### src/rtl/csr_ext_arbiter.sv
// Two-port arbiter/sequencer for the external CSR bus: round-robin grant, atomic
// read-then-optional-write sequence with CSRRW/S/C resolution and per-phase timeout.
module csr_ext_arbiter #(
   parameter int unsigned TIMEOUT = 16
) (
   input  logic        i_clk,
   input  logic        i_rst,
   input  logic        i_m0_req,
   input  logic        i_m0_wr,
   input  logic        i_m0_set,
   input  logic        i_m0_clr,
   input  logic [11:0] i_m0_addr,
   input  logic [31:0] i_m0_wr_data,
   output logic        o_m0_ack,
   output logic        o_m0_err,
   input  logic        i_m1_req,
   input  logic        i_m1_wr,
   input  logic        i_m1_set,
   input  logic        i_m1_clr,
   input  logic [11:0] i_m1_addr,
   input  logic [31:0] i_m1_wr_data,
   output logic        o_m1_ack,
   output logic        o_m1_err,
   output logic [31:0] o_rd_data,
   output logic [11:0] o_ext_addr,
   output logic [31:0] o_ext_wr_data,
   output logic        o_ext_rd,
   output logic        o_ext_wr,
   input  logic [31:0] i_ext_rd_data,
   input  logic        i_ext_ready,
   output logic        o_busy
);

   typedef enum logic [1:0] {IDLE, READ, WRITE, RESP} state_t;

   state_t      state;
   logic        last_grant;
   logic        grant;
   logic        cmd_wr;
   logic        cmd_set;
   logic        cmd_clr;
   logic [31:0] operand;
   logic [31:0] old_q;
   logic [7:0]  cnt;

   logic        pick;
   logic        to_hit;
   logic [31:0] wdata_next;

   always_comb begin
      pick = 1'b0;
      if (i_m0_req && i_m1_req) pick = ~last_grant;
      else                      pick = ~i_m0_req;
      to_hit = (cnt == 8'(TIMEOUT - 1));
      // Write data is built from the bus value being captured this cycle.
      if (cmd_wr)       wdata_next = operand;
      else if (cmd_set) wdata_next = i_ext_rd_data | operand;
      else              wdata_next = i_ext_rd_data & ~operand;
   end

   assign o_rd_data = old_q;
   assign o_busy    = (state != IDLE);

   always_ff @(posedge i_clk or posedge i_rst) begin
      if (i_rst) begin
         state         <= IDLE;
         last_grant    <= 1'b1;
         grant         <= 1'b0;
         cmd_wr        <= 1'b0;
         cmd_set       <= 1'b0;
         cmd_clr       <= 1'b0;
         operand       <= '0;
         old_q         <= '0;
         cnt           <= '0;
         o_ext_addr    <= '0;
         o_ext_wr_data <= '0;
         o_ext_rd      <= 1'b0;
         o_ext_wr      <= 1'b0;
         o_m0_ack      <= 1'b0;
         o_m0_err      <= 1'b0;
         o_m1_ack      <= 1'b0;
         o_m1_err      <= 1'b0;
      end else begin
         case (state)
            IDLE: begin
               if (i_m0_req || i_m1_req) begin
                  grant      <= pick;
                  last_grant <= pick;
                  cmd_wr     <= pick ? i_m1_wr      : i_m0_wr;
                  cmd_set    <= pick ? i_m1_set     : i_m0_set;
                  cmd_clr    <= pick ? i_m1_clr     : i_m0_clr;
                  operand    <= pick ? i_m1_wr_data : i_m0_wr_data;
                  o_ext_addr <= pick ? i_m1_addr    : i_m0_addr;
                  cnt        <= '0;
                  o_ext_rd   <= 1'b1;
                  state      <= READ;
               end
            end
            READ: begin
               if (i_ext_ready) begin
                  old_q    <= i_ext_rd_data;
                  o_ext_rd <= 1'b0;
                  cnt      <= '0;
                  if (cmd_wr || cmd_set || cmd_clr) begin
                     o_ext_wr_data <= wdata_next;
                     o_ext_wr      <= 1'b1;
                     state         <= WRITE;
                  end else begin
                     o_m0_ack <= ~grant;
                     o_m1_ack <= grant;
                     state    <= RESP;
                  end
               end else begin
                  cnt <= cnt + 8'd1;
                  if (to_hit) begin
                     old_q    <= '0;
                     o_ext_rd <= 1'b0;
                     o_m0_ack <= ~grant;
                     o_m1_ack <= grant;
                     o_m0_err <= ~grant;
                     o_m1_err <= grant;
                     state    <= RESP;
                  end
               end
            end
            WRITE: begin
               if (i_ext_ready || to_hit) begin
                  o_ext_wr <= 1'b0;
                  o_m0_ack <= ~grant;
                  o_m1_ack <= grant;
                  o_m0_err <= ~grant & ~i_ext_ready;
                  o_m1_err <= grant & ~i_ext_ready;
                  state    <= RESP;
               end else begin
                  cnt <= cnt + 8'd1;
               end
            end
            RESP: begin
               o_m0_ack <= 1'b0;
               o_m1_ack <= 1'b0;
               o_m0_err <= 1'b0;
               o_m1_err <= 1'b0;
               state    <= IDLE;
            end
            default: state <= IDLE;
         endcase
      end
   end

endmodule

### config.mk
export PLATFORM = sky130hd
export DESIGN_NAME = csr_ext_arbiter
export DESIGN_NICKNAME = d
export VERILOG_FILES = /design/src/rtl/csr_ext_arbiter.sv
export SDC_FILE = /design/constraint.sdc
export NUM_CORES = 1
export LEC_CHECK = 0
export ABC_AREA = 1
export BUFFER_PORTS_ARGS = -buffer_cell sky130_fd_sc_hd__buf_2
export CELL_PAD_IN_SITES_DETAIL_PLACEMENT = 2
export CELL_PAD_IN_SITES_GLOBAL_PLACEMENT = 2
export CORE_MARGIN = 2
export CORE_UTILIZATION = 32
export CTS_BUF_LIST = sky130_fd_sc_hd__clkbuf_8
export DETAILED_ROUTE_END_ITERATION = 10
export MAX_ROUTING_LAYER = met4
export PLACE_DENSITY_LB_ADDON = 0.2
export SKIP_LAST_GASP = 1
export SLEW_MARGIN = 10
export SYNTH_ARGS = -nofsm -noshare
export SYNTH_HDL_FRONTEND = slang
export SYNTH_SLANG_ARGS = --single-unit
### constraint.sdc
create_clock -name i_clk -period 8.45 [get_ports i_clk]
set_clock_uncertainty 0.15 [all_clocks]
set_input_delay 0.4225 -clock i_clk [delete_from_list [all_inputs] [get_ports i_clk]]
set_output_delay 0.4225 -clock i_clk [all_outputs]
set_load 0.005 [all_outputs]
==> metrics.md, run 1 <==
| Metric | Value |
|---|---|
| DRC Markers | 0 |
| CTS tree | done |
| Crit Path Max Fanout | 41 |
| Setup Viol. Count Final | 0 |
| MaxCap Viol Count | 0 |
| Final Hold Vio Count | 0 |
| 1st-iter DRT viols | 180 |
| Hold path depth | 3 |
| Dpl cell area | 7540 um^2 |
| Crit. End Element | register |
| Hold Path Class | in2reg |
| Slowest cell on the critical path | ha_2 |
| Commonest non-fill, non-tap cells in the layout | buf_2, dfrtp_1, o21ai_0 |
| Worst r2r path cells | 9 |
| Startpoint types | register |
| Core Area | 19500 um^2 |
| Fmax | 288 MHz |
| Initial Util | 32.6% |
| Post-synthesis to final-layout area growth | 27.4% |
| RR Endpoint | o_m0_ack$_DFFE_PP0P_ |
| Share of cells above drive strength 1 | 32.1% |
| Clk sinks | 129 |
| Post-synthesis sequential area ratio | 50.9% |
| Crit path kind | reg2reg |
| First-pass GRT wire length | 37000 um |
| Reg2reg start | state[1]$_DFFE_PP0P_ |
| PortBufs | 213 |
| Root buffer cell | clkbuf_8 |
| Most common cell after layout, fill and taps aside | buf_2 |
| CTS Buffer Depth | 2 |
| Final WL | 23200 um |
| Initial antenna violation count | 3 |
| Cell area after layout | 8090 um^2 |
| Vias | 6048 |
| Setup WS pre-CTS | 4930 ps |
| Synth warn | 0 |
| Seq cells post-synth | 129 |
| Detail Placement HPWL | 15600 um |
| Cells after Synth | 737 |
| Cts repair resizes | 0 |
| Post-Syn Area | 6350 um^2 |
| PD cells | 382 nW/um^2 |
| Worst Hold Launch | i_m1_addr[0] |
| VDD IR max | 0.133 mV |
| Worst Path Arrival | 3730 ps |
| Setup crit start | state[1]$_DFFE_PP0P_ |
| CTS H-Tree Depth | 4 |
| CP Cell Sequence | inv_1, ha_2, inv_1, nor2_4, buf_4, nor2_1, nand2_1, nand2_1, nand2_1 |
| Status | complete, no violations |
| Tmin final | 3480 ps |
| # hold bufs at CTS | 1 |
| Worst-Margin Slew | 1080 ps |
| Final hold slack | 66.6 ps |
| CTS clk-pin slew, worst paths | 80 ps |
| Average size of a mapped cell | 8.61 um^2 |
| Die ar. | 21000 um^2 |
| Worst path most repeated cell | nand2_1 |
| WL/cell | 19.2 um |
| Yosys top cell by area | dfrtp_1 |
| Drt pass-1 iters | 4 |
| Area share of the largest cell type after synthesis | 50.5% |
| Nets | 1066 |
| Setup bufs post-CTS | 0 |
| Total GRT Usage | 23.8% |
| Global route overflow | 0 |
| Vias per std cell | 5.00 |
| Total CTS buffers | 17 |
| Routability congestion estimate | 0.796 |
| Slew headroom | 27.9% |
| IO Count | 214 |
| Overall power | 3.09 mW |
| Worst-Skew Late Latency | 460 ps |
| Post-route setup slack | 4970 ps |
| Setup total negative slack | 0 ps |
| Synth unique cells | 32 |
| Top cells by area, synth | dfrtp_1, o21ai_0, nand3_1, nor2_1, inv_1 |
| Pleak | 3.86 nW |
| Unrepaired setup endpoints after global routing | false |
| Num rows | 51 |
| Die Y | 145 um |
| Required @ worst endpoint | 8700 ps |
| Vias in the first global route | 6786 |
| Slew Limit Fails | 0 |
| # fillers | 2205 |
| Syn Nets | 874 |
| Hold Path Sink | o_ext_addr[0]$_DFFE_PP0P_ |
| Final worst path period share | 41.1% |
| Die X | 145 um |
| Final ANT Viol Nets | 0 |
| Pin count of the biggest net entering global routing | 69 |
| R2R Setup Slk | 4970 ps |
| Slowest stage delay, CP | 730 ps |
## cell families after synthesis
group / share of synthesized area, %
xor+xnor: 0.138
simple gates: 17.9
compound gates: 20.7
fa+ha+maj: 1.18
buf+inv: 9.21
flops: 50.9
## critical path, delay by kind of cell, from the launching register on
kind,cells,cell delay (ps)
adder cells (fa/ha/maj),1,730
buffers and inverters,3,1010
flip-flops,1,430
AND/OR/NAND/NOR,5,1090
## through the flow
step,utilization [%],cells
CTS,41.5,1207
global placement,38.7,1174
global route,41.6,1210
detailed placement,38.7,1174
floorplan,-,737
finish,41.6,1210
## routing by layer
layer	track usage [%]	part of all wire, %	up-vias
li1	-	-	2856
met1	29.4	45	2994
met2	39.2	48	168
met3	5.40	5.5	30
met4	7.15	1.7	0
met5	-	0	-
## cells in the mapped netlist
cell / count
buf_8: 2
nor2_4: 3
o21ai_2: 12
a21oi_1: 4
a21oi_4: 1
buf_4: 2
o21ai_0: 115
nand3_1: 76
nand2_4: 1
o21bai_1: 1
inv_2: 5
a31oi_2: 18
nor2_2: 4
a21boi_1: 1
o21a_1: 1
nand2_1: 71
nand4_1: 2
a31oi_1: 15
nand3b_1: 2
dfrtp_1: 128
nand3_2: 1
dfstp_2: 1
buf_2: 17
o21ai_1: 8
o22ai_1: 34
clkbuf_1: 21
nand2_2: 2
buf_6: 6
ha_1: 6
xor2_1: 1
nor2_1: 99
inv_1: 77
## layout make-up
cell class,count,area [um^2],area share (%)
multi-input combinational,478,2550,31.5
clock inverter,14,283,3.50
clock buffer,18,248,3.06
timing repair buffer,221,1130,14.0
antenna,3,7.51,0.0928
tap,265,332,4.10
inverter,82,313,3.87
sequential,129,3230,39.9
## state kept, by name (all words and copies together) (netlist names)
signal	flops
o_ext_wr_data	32
o_rd_data	32
operand	32
o_ext_addr	12
cnt	8
state	2
cmd_clr	1
cmd_set	1
cmd_wr	1
grant	1
last_grant	1
o_ext_rd	1
o_ext_wr	1
o_m0_ack	1
o_m0_err	1
o_m1_ack	1
o_m1_err	1
## power breakdown
part	switching (mW)	internal (mW)	leakage [nW]
clock	0.266	0.449	0.259
sequential	0.163	0.909	1.56
combinational	0.824	0.477	2.04
## how the worst max path moves through the flow
stage | to
after floorplan | cmd_clr$_DFFE_PP0P_
after global placement | o_m0_ack$_DFFE_PP0P_
after CTS | o_m1_ack$_DFFE_PP0P_
after detailed placement | o_m1_ack$_DFFE_PP0P_
final | o_m0_ack$_DFFE_PP0P_
after global routing | o_m1_ack$_DFFE_PP0P_
(Power assumes the default switching activity.)
==> run 2, diff against run 1 <==
Settings changed: ABC_AREA 1 to 0, CORE_UTILIZATION 32 to 31.
Clock period 8.45 ns to 3.5 ns, I/O delays scaled along.
==> run 2 against run 1 <==
  * Critical path type unchanged
  * Area after synthesis shrank 7.5%
  * Routed wire length is 1.2% higher
  * Largest cell class unchanged
  * Register-to-register slack lost 4100 ps
==> metrics.md, run 2 <==
| Metric | Value |
|---|---|
| Status | complete, no violations |
| Multi-input logic area | 2480 um^2 (-2.5%) |
| Setup Viol. Count Final | 0 (unchanged) |
| Number of synthesized flops with an enable pin | 0 (unchanged) |
| Clk sinks | 129 (unchanged) |
| Syn Nets | 700 (-20%) |
| Combinational fraction of design power | 42.8% (+0.7 points) |
| Area share of the largest cell type after synthesis | 54.5% (+4.1 points) |
| Initial antenna violation count | 1 (-2) |
| Net Sw Frac | 40.5% (-0.13 points) |
| Startpoint types | register |
| WL met2 | 12700 um (+15%) |
| Share of cells above drive strength 1 | 29.5% (-2.5 points) |
| Post-route setup slack | 836 ps (-4140 ps) |
| Seq cells post-synth | 129 (unchanged) |
| First-pass GRT wire length | 37200 um (+0.37%) |
| Final ANT Viol Nets | 0 (unchanged) |
| Clock share of power | 18.4% (-4.7 points) |
| Top Layer Used | met4 |
| Final hold slack | 134 ps (+66.9 ps) |
| Tmin final | 2660 ps (-813 ps) |
| Required @ worst endpoint | 3730 ps (-4970 ps) |
| Die X | 142 um (-2.2%) |
| P_int | 3.99 mW (+120%) |
| Final Hold Vio Count | 0 (unchanged) |
| Total GRT Usage | 24.6% (+0.79 points) |
| WL met1 | 9430 um (-10%) |
| Routability congestion estimate | 0.851 (+6.9%) |
| Worst-Margin Slew | 1060 ps (-17.0 ps) |
| Top cells by area, synth | dfrtp_1, mux2i_1, o21ai_0, nand2_1, a22o_1 |
| Vias per std cell | 5.17 (+3.4%) |
| Yosys top cell by area | dfrtp_1 |
| Synth warn | 0 (unchanged) |
| Pin count of the biggest net entering global routing | 65 (-5.8%) |
| Crit path kind | reg2reg |
| Num rows | 50 (-2.0%) |
| Total CTS buffers | 17 (unchanged) |
| Root buffer cell | clkbuf_8 |
| DRC Markers | 0 (unchanged) |
| CTS tree | done |
| Synth unique cells | 40 (+25%) |
| Most common cell in the netlist | dfrtp_1 |
| Final worst path period share | 76.1% (+35 points) |
| # fillers | 1953 (-11%) |
| Pleak | 4.43 nW (+15%) |
| Vias in the first global route | 6952 (+2.4%) |
| Primary FF master, synth | dfrtp_1 |
| PortBufs | 213 (unchanged) |
| WL/cell | 20.5 um (+7.1%) |
| Cts repair resizes | 0 (unchanged) |
| Slew Limit Fails | 0 (unchanged) |
| Fmax | 375 MHz (+31%) |
| Final core occ | 47.5% (+6.0 points) |
| CTS clk-pin slew, worst paths | 90 ps (about the same) |
| Async S/R FF share, synth | 100% (unchanged) |
| Worst-Skew Late Latency | 460 ps (about the same) |
| Post-Syn Area | 5870 um^2 (-7.5%) |
| MaxCap Viol Count | 0 (unchanged) |
| Drt pass-1 iters | 5 (+1) |
| Overall power | 6.71 mW (+120%) |
| CTS Buffer Depth | 2 (unchanged) |
| Average size of a mapped cell | 10.4 um^2 (+21%) |
| Sequential share of power | 38.8% (+4.1 points) |
| Detail Placement HPWL | 14200 um (-9.1%) |
| Crit Path Max Fanout | 8 (-80%) |
| 1st-iter DRT viols | 226 (+26%) |
| Slew headroom | 29.0% (+1.1 points) |
| Final WL | 23500 um (+1.2%) |
| Worst Path Arrival | 2890 ps (-840 ps) |
| Initial Util | 31.5% (-1.1 points) |
| Commonest non-fill, non-tap cells in the layout | buf_2, dfrtp_1, dlygate4sd3_1 |
| Synth top cells by count | dfrtp_1, o21ai_0, nand2_1 |
| Die ar. | 20100 um^2 (-4.4%) |
| Die Y | 142 um (-2.2%) |
| Cells after Synth | 563 (-24%) |
| Hold Path Class | in2reg |
| Core Area | 18600 um^2 (-4.2%) |
| Reg area | 3230 um^2 (unchanged) |
| Most common cell after layout, fill and taps aside | buf_2 |
| PD cells | 757 nW/um^2 (+98%) |
| Post-synthesis sequential area ratio | 55.0% (+4.1 points) |
| CTS H-Tree Depth | 4 (unchanged) |
| IO Count | 214 (unchanged) |
| Net Sw Power | 2.71 mW (+120%) |
| Global route overflow | 0 (unchanged) |
| Post-synthesis to final-layout area growth | 50.9% |
| Setup total negative slack | 0 ps (unchanged) |
| Vias | 5908 (-2.3%) |
| Crit. End Element | register |
| Unrepaired setup endpoints after global routing | false |
| Nets | 1032 (-3.2%) |
| VDD IR max | 0.252 mV (+90%) |
| WL met3 | 922 um (-27%) |
| Setup WS pre-CTS | 926 ps (-4000 ps) |
run 2: cell types whose count changed after synthesis, sizes merged, moves of 17 or more:
cell	delta
nor2	-95
nand3	-74
inv	-71
mux2i	+47
o21ai	-46
a22o	+34
o22ai	-34
a31oi	-33
nor3b	+32
a21oi	+30
buf	-17
run 2: logic make-up (layout without fill, tap and decap cells):
family | after synthesis | in the layout | share of synthesized area (%)
mux | 50 | 50 | 8.65
flops | 129 | 129 | 55.0
simple gates | 149 | 149 | 12.7
fa+ha+maj | 6 | 6 | 1.28
compound gates | 180 | 180 | 19.2
buf+inv | 49 | 394 | 3.28
other cells | 0 | 1 | 0
run 2: routing by layer:
| metal | GRT usage [%] | vias to the layer above |
|---|---|---|
| li1 | - | 2693 |
| met1 | 27.3 | 3000 |
| met5 | - | - |
| met4 | 7.42 | 0 |
| met2 | 45.5 | 176 |
| met3 | 4.02 | 39 |
run 2: final cells by class:
type                            instances  share of cell area, %
Clock buffer                           18                   2.80
Inverter                               11                  0.508
Timing Repair Buffer                  351                   27.4
Clock inverter                         14                   1.44
Sequential cell                       129                   36.4
Multi-Input combinational cell        385                   28.0
Tap cell                              234                   3.30
Antenna cell                            1                 0.0282
run 2: worst max-delay path, cell delays in order, from the launching register on:
cell     delay [ps]
dfrtp_1         410
inv_1           120
ha_1            330
and4_1          260
a21o_1          220
nor3_1          790
a32o_1          300
run 2: what timing repair did:
| item | 4_1_cts | 5_1_grt |
|---|---|---|
| hold endpoints to repair | 125 | 0 |
| setup buffers | 0 | 0 |
| hold buffers | 127 | 0 |
| endpoints found under the setup margin | 0 | 0 |
run 2: worst paths after layout:
| check | start | to | slack [ps] | depth (start not counted) |
|---|---|---|---|---|
| min in group asynchronous | i_rst | operand[11]$_DFFE_PP0P_ | 350 | 3 |
| min reg2reg | o_ext_wr_data[25]$_DFFE_PP0P_ | o_ext_wr_data[25]$_DFFE_PP0P_ | 330 | 2 |
| max reg2reg | state[0]$_DFFE_PP0P_ | cnt[7]$_DFFE_PP0P_ | 840 | 6 |
| max | state[0]$_DFFE_PP0P_ | cnt[7]$_DFFE_PP0P_ | 840 | 6 |
| min | i_m1_req | operand[4]$_DFFE_PP0P_ | 130 | 4 |
| max in group asynchronous | i_rst | last_grant$_DFFE_PP1P_ | 1970 | 4 |
run 2: power groups by stage:
stage / Clock, mW / Combinational (mW) / Sequential (mW)
CTS: 1.27 / 2.82 / 2.58
global route: 1.33 / 3.22 / 2.69
finish: 1.23 / 2.87 / 2.60
global placement: 0 / 2.48 / 2.56
floorplan: 0 / 1.53 / 2.54
detailed placement: 0 / 2.62 / 2.60
run 2: through the flow:
stage               area, um^2  std cells
detailed placement        7210        983
CTS                       8860       1142
floorplan                 5880        563
global route              8860       1143
finish                    8860       1143
global placement          7210        983
==> run 3, diff against run 2 <==
Settings changed: CORE_UTILIZATION 31 to 28.
Clock period 3.5 ns to 2.14 ns, I/O delays scaled along.
==> run 3 against run 2 <==
  * Die area up 10%
  * Global-route usage shrank 2.2 points
  * First-iteration DRC count decreased by 29%
  * Clock power is 70% higher
  * Cell count is 5.6% higher
  * Utilization down 1.9 points
  * Worst hold slack worse by 110 ps
  * Critical endpoint is now operand[9]$_DFFE_PP0P_
  * Largest cell class unchanged
==> metrics.md, run 3 (synthesis gave the netlist of run 2 again) <==
| Metric | Value |
|---|---|
| Status | complete, no violations |
| DRC Markers | 0 (unchanged) |
| IO Count | 214 (unchanged) |
| Total CTS buffers | 17 (unchanged) |
| Core Area | 20400 um^2 (+9.6%) |
| Worst Path Arrival | 2310 ps (-580 ps) |
| Inserted Diodes | 0 (-1) |
| Num rows | 52 (+4.0%) |
| Combinational fraction of design power | 44.6% (+1.8 points) |
| Vias | 5932 (+0.41%) |
| CTS H-Tree Depth | 4 (unchanged) |
| Post-synthesis to final-layout area growth | 58.6% |
| Share of cells above drive strength 1 | 32.1% (+2.6 points) |
| Overall power | 11.5 mW (+72%) |
| Root buffer cell | clkbuf_8 |
| Vias in the first global route | 6811 (-2.0%) |
| Required @ worst endpoint | 2320 ps (-1410 ps) |
| Global route overflow | 0 (unchanged) |
| Clk sinks | 129 (unchanged) |
| Net Sw Power | 4.52 mW (+67%) |
| PortBufs | 213 (unchanged) |
| Setup Viol. Count Final | 0 (unchanged) |
| Routability congestion estimate | 0.810 (-4.8%) |
| Initial antenna violation count | 0 (-1) |
| Final WL | 24600 um (+4.7%) |
| Pleak | 4.64 nW (+4.7%) |
| Multi-input logic area | 2500 um^2 (+0.81%) |
| VDD IR max | 0.381 mV (+51%) |
| Final Hold Vio Count | 0 (unchanged) |
| Total GRT Usage | 22.5% (-2.2 points) |
| Tmin final | 2130 ps |
| Drt pass-1 iters | 4 (-1) |
| Initial Util | 28.7% (-2.8 points) |
| Crit. End Element | register |
| Pin count of the biggest net entering global routing | 130 (+100%) |
| DP Cell Count | 1034 (+5.2%) |
| Die ar. | 22200 um^2 (+10%) |
| First-pass GRT wire length | 37300 um (+0.48%) |
| Sequential share of power | 37.2% (-1.6 points) |
| Most common cell after layout, fill and taps aside | buf_2 |
| CTS clk-pin slew, worst paths | 80 ps (about the same) |
| Reg area | 3230 um^2 (unchanged) |
| Fmax | 470 MHz |
| Final ANT Viol Nets | 0 (unchanged) |
| Crit Path Max Fanout | 6 (-2) |
| Startpoint types | input port |
| Clock share of power | 18.2% (-0.2 points) |
| Vias per std cell | 4.91 (-4.9%) |
| Non-filler cells, final | 1207 (+5.6%) |
| CTS tree | done |
| # fillers | 2187 (+12%) |
| Hold Path Class | in2reg |
| Slew Limit Fails | 0 (unchanged) |
| P_int | 6.99 mW (+75%) |
| PD cells | 1240 nW/um^2 (+63%) |
| Slew headroom | 52.1% (+23 points) |
| Detail Placement HPWL | 14600 um (+2.7%) |
| WL/cell | 20.4 um (-0.85%) |
| Commonest non-fill, non-tap cells in the layout | buf_2, dfrtp_1, dlygate4sd3_1 |
| Nets | 1062 (+2.9%) |
| Net Sw Frac | 39.3% (-1.2 points) |
| MaxCap Viol Count | 0 (unchanged) |
| Die Y | 149 um (+5.1%) |
| Unrepaired setup endpoints after global routing | true |
| CTS Buffer Depth | 2 (unchanged) |
| Worst-Skew Late Latency | 460 ps (about the same) |
| 1st-iter DRT viols | 160 (-29%) |
| Worst-Margin Slew | 718 ps (-345 ps) |
| Final worst path period share | 99.4% |
| Crit path kind | in2reg |
| Die X | 149 um (+5.1%) |
-- run 3: cell types whose count changed in the layout (fill, tap and decap cells not counted), moves of 3 or more --
cell | before | now
inv_6 | 5 | 0
buf_4 | 10 | 28
clkbuf_16 | 0 | 3
buf_12 | 1 | 9
-- run 3: what timing repair did --
| item | 4_1_cts | 5_1_grt |
|---|---|---|
| hold endpoints to repair | 237 | 1 |
| resized for setup | 4 | 9 |
| buffers inserted | 0 | 11 |
| endpoints found under the setup margin | 37 | 42 |
| hold buffers | 128 | 1 |
| pin swaps | 1 | 2 |
| cloned | 0 | 3 |
-- run 3: layout make-up --
class / instances / area share (%)
Multi-Input combinational cell: 385 / 26.9
Inverter: 11 / 0.483
Clock buffer: 19 / 2.81
Tap cell: 270 / 3.63
Sequential cell: 129 / 34.7
Timing Repair Buffer: 381 / 30.3
Clock inverter: 12 / 1.28
-- run 3: per-layer routing --
metal  global-route usage, %  wire, um  up-vias
met4                    8.00       583        0
met5                       -         0        -
li1                        -         -     2737
met1                    24.4      9970     2993
met3                    4.01       922       38
met2                    41.2     13100      164
-- run 3: critical path, stage by stage --
cell and delay, ps:
dlygate4sd3_1 540, buf_4 130, inv_1 60, o21ai_4 220
buf_6 160, buf_12 140, mux2i_1 240, dlygate4sd3_1 610
o21ai_0 100
-- run 3: path summary, 6_finish.rpt --
kind,start,endpoint,slack (ps),depth (start not counted)
worst min-delay path,i_m0_req,grant$_DFFE_PP0P_,30,3
worst max register to register,cnt[6]$_DFFE_PP0P_,o_m0_ack$_DFFE_PP0P_,20,4
min in group asynchronous,i_rst,o_rd_data[14]$_DFFE_PP0P_,270,4
max in group asynchronous,i_rst,o_ext_addr[11]$_DFFE_PP0P_,1050,4
worst max-delay path,i_m1_req,operand[9]$_DFFE_PP0P_,10,9
worst min register to register,o_ext_wr_data[20]$_DFFE_PP0P_,o_ext_wr_data[20]$_DFFE_PP0P_,330,2
-- run 3: power by group through the flow --
stage | Combinational (mW) | Clock (mW) | Sequential (mW)
final | 5.13 | 2.09 | 4.29
after global routing | 5.71 | 2.26 | 4.43
after CTS | 4.88 | 2.15 | 4.25
after detailed placement | 4.57 | 0 | 4.27
after global placement | 4.33 | 0 | 4.21
after floorplan | 2.49 | 0 | 4.16
-- run 3: stage by stage --
stage                     setup TNS (ps)  hold slack (ps)  utilization [%]  setup WS (ps)  area [um^2]
after CTS                              0             8.70             44.6           6.74         9120
after global placement              -135              196             36.5          -21.5         7450
after floorplan                        0             96.7                -           42.8         5880
after global routing                -510             32.1             45.6          -62.3         9320
after detailed placement           -4750              202             36.5           -234         7450
final                                  0             26.4             45.6           13.3         9320
